==> config.mk <==
export PLATFORM = sky130hd
export DESIGN_NAME = pong_referee
export DESIGN_NICKNAME = d
export VERILOG_FILES = /design/src/rtl/pong_pkg.sv /design/src/rtl/aabb_overlap.sv /design/src/rtl/pong_referee.sv
export SDC_FILE = /design/constraint.sdc
export NUM_CORES = 1
export LEC_CHECK = 0
export CAP_MARGIN = 20
export CORE_UTILIZATION = 47
export CTS_CLUSTER_DIAMETER = 80
export CTS_CLUSTER_SIZE = 30
export DETAILED_ROUTE_END_ITERATION = 16
export HOLD_SLACK_MARGIN = 0.03
export PLACE_DENSITY = 0.79
export SLEW_MARGIN = 20
export SYNTH_ARGS = -nofsm -noshare
export SYNTH_HDL_FRONTEND = slang
export SYNTH_SLANG_ARGS = --single-unit
==> constraint.sdc <==
create_clock -name clock -period 3.7 [get_ports clock]
set_input_delay 0.74 -clock clock [delete_from_list [all_inputs] [get_ports clock]]
set_output_delay 0.74 -clock clock [all_outputs]
set_load 0.02 [all_outputs]
==> src/rtl/pong_pkg.sv <==
// Shared encodings for the pong referee: bounce event codes, match FSM states
// and winner codes.
package pong_pkg;

  typedef enum logic [1:0] {
    BOUNCE_NONE   = 2'b00,
    BOUNCE_PADDLE = 2'b01,
    BOUNCE_WALL   = 2'b10,
    BOUNCE_GOAL   = 2'b11
  } bounce_t;

  typedef enum logic [2:0] {
    ST_IDLE  = 3'd0,
    ST_SERVE = 3'd1,
    ST_PLAY  = 3'd2,
    ST_POINT = 3'd3,
    ST_OVER  = 3'd4
  } state_t;

  typedef enum logic [1:0] {
    WIN_NONE = 2'b00,
    WIN_P1   = 2'b01,
    WIN_P2   = 2'b10
  } winner_t;

endpackage

==> src/rtl/aabb_overlap.sv <==
// Axis-aligned rectangle overlap test with inclusive edges. Sums are one bit
// wider than the positions so a rectangle near the screen edge never wraps.
module aabb_overlap #(
  parameter int unsigned POS_W  = 10,
  parameter int unsigned SIZE_W = 8
) (
  input  logic [POS_W-1:0]  a_x,
  input  logic [POS_W-1:0]  a_y,
  input  logic [SIZE_W-1:0] a_w,
  input  logic [SIZE_W-1:0] a_h,
  input  logic [POS_W-1:0]  b_x,
  input  logic [POS_W-1:0]  b_y,
  input  logic [SIZE_W-1:0] b_w,
  input  logic [SIZE_W-1:0] b_h,
  output logic              overlap
);

  localparam int unsigned SUM_W = POS_W + 1;

  logic [SUM_W-1:0] a_x0, a_x1, a_y0, a_y1;
  logic [SUM_W-1:0] b_x0, b_x1, b_y0, b_y1;

  assign a_x0 = SUM_W'(a_x);
  assign a_y0 = SUM_W'(a_y);
  assign b_x0 = SUM_W'(b_x);
  assign b_y0 = SUM_W'(b_y);
  assign a_x1 = a_x0 + SUM_W'(a_w);
  assign a_y1 = a_y0 + SUM_W'(a_h);
  assign b_x1 = b_x0 + SUM_W'(b_w);
  assign b_y1 = b_y0 + SUM_W'(b_h);

  assign overlap = (a_x0 <= b_x1) && (b_x0 <= a_x1) && (a_y0 <= b_y1) && (b_y0 <= a_y1);

endmodule

==> src/rtl/pong_referee.sv <==
// Per-frame collision evaluation and match FSM: emits one-shot bounce/serve
// events, keeps saturating scores and declares the winner.
module pong_referee
  import pong_pkg::*;
#(
  parameter int unsigned SCREEN_X     = 640,
  parameter int unsigned SCREEN_Y     = 480,
  parameter int unsigned MARGIN       = 5,
  parameter int unsigned POS_W        = 10,
  parameter int unsigned SIZE_W       = 8,
  parameter int unsigned SCORE_W      = 4,
  parameter int unsigned WIN_SCORE    = 9,
  parameter int unsigned SERVE_FRAMES = 60
) (
  input  logic               clock,
  input  logic               reset_n,
  input  logic               frame_tick,
  input  logic               start,
  input  logic [POS_W-1:0]   ball_pos_x,
  input  logic [POS_W-1:0]   ball_pos_y,
  input  logic [SIZE_W-1:0]  ball_size_x,
  input  logic [SIZE_W-1:0]  ball_size_y,
  input  logic [POS_W-1:0]   paddle_1_pos_x,
  input  logic [POS_W-1:0]   paddle_1_pos_y,
  input  logic [SIZE_W-1:0]  paddle_1_size_x,
  input  logic [SIZE_W-1:0]  paddle_1_size_y,
  input  logic [POS_W-1:0]   paddle_2_pos_x,
  input  logic [POS_W-1:0]   paddle_2_pos_y,
  input  logic [SIZE_W-1:0]  paddle_2_size_x,
  input  logic [SIZE_W-1:0]  paddle_2_size_y,
  output logic [1:0]         bounce,
  output logic               serve,
  output logic [SCORE_W-1:0] score_player_1,
  output logic [SCORE_W-1:0] score_player_2,
  output logic [1:0]         winner,
  output logic [2:0]         state
);

  localparam int unsigned SUM_W = POS_W + 1;
  localparam int unsigned CNT_W = (SERVE_FRAMES > 1) ? $clog2(SERVE_FRAMES) : 1;
  localparam logic [SUM_W-1:0]   GoalRight = SUM_W'(SCREEN_X - MARGIN);
  localparam logic [SUM_W-1:0]   WallBot   = SUM_W'(SCREEN_Y - MARGIN);
  localparam logic [SUM_W-1:0]   Edge      = SUM_W'(MARGIN);
  localparam logic [CNT_W-1:0]   CntLast   = CNT_W'(SERVE_FRAMES - 1);
  localparam logic [SCORE_W-1:0] WinScore  = SCORE_W'(WIN_SCORE);

  state_t           state_q;
  logic [CNT_W-1:0] cnt_q;
  logic             flag1_q, flag2_q;
  logic             hit1, hit2;
  logic             goal_r, goal_l, wall;
  logic [SUM_W-1:0] ball_r, ball_b;

  assign ball_r = SUM_W'(ball_pos_x) + SUM_W'(ball_size_x);
  assign ball_b = SUM_W'(ball_pos_y) + SUM_W'(ball_size_y);
  assign goal_r = ball_r >= GoalRight;
  assign goal_l = SUM_W'(ball_pos_x) <= Edge;
  assign wall   = (SUM_W'(ball_pos_y) <= Edge) || (ball_b >= WallBot);
  assign state  = state_q;

  aabb_overlap #(.POS_W(POS_W), .SIZE_W(SIZE_W)) u_hit1 (
    .a_x(ball_pos_x), .a_y(ball_pos_y), .a_w(ball_size_x), .a_h(ball_size_y),
    .b_x(paddle_1_pos_x), .b_y(paddle_1_pos_y), .b_w(paddle_1_size_x), .b_h(paddle_1_size_y),
    .overlap(hit1)
  );

  aabb_overlap #(.POS_W(POS_W), .SIZE_W(SIZE_W)) u_hit2 (
    .a_x(ball_pos_x), .a_y(ball_pos_y), .a_w(ball_size_x), .a_h(ball_size_y),
    .b_x(paddle_2_pos_x), .b_y(paddle_2_pos_y), .b_w(paddle_2_size_x), .b_h(paddle_2_size_y),
    .overlap(hit2)
  );

  function automatic logic [SCORE_W-1:0] sat_inc(input logic [SCORE_W-1:0] s);
    return (&s) ? s : s + 1'b1;
  endfunction

  always_ff @(posedge clock) begin
    if (!reset_n) begin
      state_q        <= ST_IDLE;
      bounce         <= BOUNCE_NONE;
      serve          <= 1'b0;
      score_player_1 <= '0;
      score_player_2 <= '0;
      winner         <= WIN_NONE;
      cnt_q          <= '0;
      flag1_q        <= 1'b0;
      flag2_q        <= 1'b0;
    end else begin
      bounce <= BOUNCE_NONE;
      serve  <= 1'b0;
      unique case (state_q)
        ST_IDLE, ST_OVER: begin
          if (start) begin
            score_player_1 <= '0;
            score_player_2 <= '0;
            winner         <= WIN_NONE;
            cnt_q          <= '0;
            flag1_q        <= 1'b0;
            flag2_q        <= 1'b0;
            state_q        <= ST_SERVE;
          end
        end
        ST_SERVE: begin
          if (frame_tick) begin
            if (cnt_q == CntLast) begin
              serve   <= 1'b1;
              cnt_q   <= '0;
              state_q <= ST_PLAY;
            end else begin
              cnt_q <= cnt_q + 1'b1;
            end
          end
        end
        ST_PLAY: begin
          if (frame_tick) begin
            // Flags re-arm once the ball has left the paddle on any tick.
            if (!hit1) flag1_q <= 1'b0;
            if (!hit2) flag2_q <= 1'b0;
            if (goal_r) begin
              score_player_1 <= sat_inc(score_player_1);
              bounce         <= BOUNCE_GOAL;
              state_q        <= ST_POINT;
            end else if (goal_l) begin
              score_player_2 <= sat_inc(score_player_2);
              bounce         <= BOUNCE_GOAL;
              state_q        <= ST_POINT;
            end else if (wall) begin
              bounce <= BOUNCE_WALL;
            end else if (hit1 && !flag1_q) begin
              bounce  <= BOUNCE_PADDLE;
              flag1_q <= 1'b1;
            end else if (hit2 && !flag2_q) begin
              bounce  <= BOUNCE_PADDLE;
              flag2_q <= 1'b1;
            end
          end
        end
        ST_POINT: begin
          if (score_player_1 == WinScore) begin
            winner  <= WIN_P1;
            state_q <= ST_OVER;
          end else if (score_player_2 == WinScore) begin
            winner  <= WIN_P2;
            state_q <= ST_OVER;
          end else begin
            flag1_q <= 1'b0;
            flag2_q <= 1'b0;
            state_q <= ST_SERVE;
          end
        end
        default: state_q <= ST_IDLE;
      endcase
    end
  end

endmodule

==> impl_metrics.yaml <==
worst_setup_path:
  crit_chain: "clkdlybuf4s50_1, ha_2, or2_2, buf_4, a21oi_1, nand2_1, xnor2_2, buf_4, ha_1, nand2_1, o32ai_2, a211o_1, nand4_1, or3_4, nand4_1, o21ai_1"
  worst-r2r-cell-count: 7
  r2r_slack_ns: 1.88
  crit_path_end_kind: "flip-flop"
  setup.worst_path.start_class: "primary input"
  r2r-end: "score_player_1[2]"
  crit_fanout: 2
  r2r_start: "state[1]"
  cp_slowest_cell: "clkdlybuf4s50_1"
  critPathKind: "primary input to flip-flop"
  cp.arrival_ns: 4.02
  crit_path_max_incr_delay_ns: 0.45
  crit_path_start: "ball_size_y[6]"
  worstPathRequired_ns: 3.85
cells_and_area:
  area_growth_pct: 75.4
  multi_input_area_sq_um: 5700
  final_core_util_pct: 85.9
  nets: 1262
  finalNonFillerCells: 1156
  drive_gt1_share_pct: 39.9
  num_antenna_cells: 0
  seq_area_sq_um: 480
  fill_cells: 562
synth:
  yosys_most_used_dff: "dfxtp_1"
  synthTopCellsByArea: "ha_1 (29%), dfxtp_1 (8.9%), xor2_1 (4.9%)"
  ys_seq_area_share_pct: 8.89
  syn_nets: 920
  syn_avg_cell_area_sq_um: 8.00
  ys_types: 72
  muxShareOfSynthArea_pct: 1.30
  synthAdderAreaFrac_pct: 31.6
  synth-edff-count: 0
  synth_xor_area_share_pct: 9.77
  yosys.area.top_type_share_pct: 29.4
  synth_area_sq_um: 5400
  yosysWarningCount: 0
  async_flop_share_pct: 0
  yosysTopAreaCell: "ha_1"
  yosys.area_share.simple_pct: 19.0
  synthCells: 675
  synth_top_family_by_area: "adder cells"
  synth_compound_area_share_pct: 25.1
  ys_ff_latch: 24
clock_tree:
  htree_levels: 1
  clock_latency_ns: 0.26
  clock_sinks: 24
  cts_hold_buffers: 0
  clkTransAtPathRegs_ns: 0.06
  cts_root_buffer: "clkbuf_16"
  clockBufferDepth: 2
  cts_buffers: 3
  cts_tree: "yes"
global_route:
  antenna_found_initial: 0
  gr-total-overflow: 0
  grt_pass1_vias: 7139
  grtUsageTotal_pct: 35.0
  grt_start_max_net_pins: 18
  grt_pass1_wl_um: 32800
die:
  die_w_um: 109
  die_area_sq_um: 11900
  rows: 38
  core_area_sq_um: 11000
  fp.dieH_um: 109
  start_util_pct: 49.0
  ios: 128
sta:
  period_share_pct: 104
  slew_headroom_pct: 62.1
  fin_skew_ns: 0.00290
  fmax_ghz: 0.259
  setup_slack_ns: -0.165
  rsz0062_at_grt: "true"
  worst_pin_slew_ns: 0.567
  hold_viol: 0
  post-route-min-period_ns: 3.86
  setup_tns_ns: -0.399
  hold-worst-slack_ns: 0.468
  finalSetupViolCount: 3
  final_max_slew_viol_count: 0
drt:
  vias: 7000
  drt_wl_total_um: 22900
  final_antenna_net_count: 0
  viasPerCell: 6.06
  drc_errors: 0
  wl_per_cell_um: 19.8
  first_iter_violations: 482
  dr.pass1.iters: 5
power:
  p_leak_nw: 4.22
  powerDensity_nw_per_um2: 250
  vdd_ir_drop_max_mv: 0.237
min_path:
  hp-class: "flip-flop to flip-flop"
  hp-start: "flag2_q"
  hold_depth: 2
  hold_end: "flag2_q"
placed_design:
  place_congestion: 0.911
  io_buffers: 127
  hpwl_um: 15600
  placedCellCount: 1105
outcome:
  status: "complete, but fails checks"
  violations: "setup timing"
flow_run:
  drv_cap: 0
-- logic make-up (layout without fill, tap and decap cells) --
kind of cell / after synthesis / count (layout)
adders and majority gates: 133 / 133
buffers and inverters: 58 / 399
and+or+nand+nor: 200 / 200
DFF: 24 / 24
xor gates and xnor gates: 57 / 57
AOI/OAI and AO/OA: 196 / 196
muxes: 7 / 7
-- critical path: cells and delay by family --
kind / cells / cell delay, ns
simple gates: 6 / 1.18
buf+inv: 3 / 0.74
compound gates: 4 / 0.70
fa+ha+maj: 2 / 0.49
xor+xnor: 1 / 0.17
-- worst max-delay path by stage --
stage          cells past startpoint        end  slack, ns
2_1_floorplan                     17  bounce[0]      0.003
3_3_place_gp                      20    flag2_q      -0.85
3_5_place_dp                      20  bounce[0]      -0.96
4_1_cts                           20    flag2_q      -0.08
5_1_grt                           16  bounce[0]      -0.35
6_report                          16    flag2_q      -0.16
-- report_power, final --
| group | total, mW | switching, mW | internal (mW) |
|---|---|---|---|
| registers | 0.265 | 0.00395 | 0.261 |
| logic | 1.85 | 0.886 | 0.963 |
| clock network | 0.257 | 0.0921 | 0.165 |
-- layer usage --
layer	global-route usage (%)	vias to the layer above	share of wire, %
met5	0	-	0
met4	20.0	0	6.0
li1	-	3203	-
met3	4.00	128	5.9
met1	37.8	3299	38
met2	65.3	370	50
-- flip-flops by register name, summed over array words and instances (netlist names) --
register,cells
flag1_q,1
winner,2
flag2_q,1
score_player_2,4
cnt_q,6
bounce,2
score_player_1,4
state,3
serve,1
-- layout make-up --
class / count / share of cell area, %
clock buffer: 4 / 0.938
timing repair buffer: 344 / 30.0
sequential: 24 / 5.07
tap: 140 / 1.85
multi-input combinational: 593 / 60.1
inverter: 51 / 2.02
-- through the flow --
| stage | total power [mW] | worst slack [ns] | instance area [sq um] |
|---|---|---|---|
| 4_1_cts | 2.16 | -0.0832 | 9130 |
| 5_1_grt | 2.50 | -0.348 | 9470 |
| 3_5_place_dp | 1.66 | -0.959 | 8100 |
| 3_3_place_gp | 1.59 | -0.853 | 8100 |
| 6_report | 2.37 | -0.165 | 9470 |
| 2_1_floorplan | 1.02 | 0.00281 | 5420 |
-- cell usage after synthesis, drive strengths merged, types with 7 or more instances --
cell    number
mux2i        7
nor2        43
o21a        18
xor2        30
nor2b       21
o21ai       48
dfxtp       24
a211oi      13
nand2       45
xnor2       26
a21o         8
ha         127
nand3       17
a21oi       41
nand4       14
nor3        17
nand2b       9
inv         50
-- cells in the final DEF (no fill, tap or decap), types with 7 or more instances in the layout --
cell,Yosys,routed
a21o_1,8,8
a21oi_1,41,23
a21oi_2,0,17
buf_2,0,11
buf_4,0,213
buf_6,2,11
clkdlybuf4s50_1,0,68
dfxtp_1,24,24
dlygate4sd2_1,0,24
ha_1,127,86
ha_4,0,35
inv_1,50,40
inv_2,0,10
nand2_1,45,41
nand2b_1,9,9
nand3_1,17,13
nand4_1,14,14
nor2_1,43,41
nor2b_1,21,17
nor3_1,17,12
o21a_1,17,17
o21ai_0,43,26
o21ai_1,5,15
o21ai_2,0,7
xnor2_1,24,20
xor2_1,30,28
-- what timing repair did --
| item | 4_1_cts | 5_1_grt |
|---|---|---|
| endpoints found under the setup margin | 3 | 9 |
| resized for setup | 255 | 86 |
| pin swaps | 130 | 87 |
| setup buffers | 38 | 11 |
Note: power is estimated with default switching activity, not from simulation.
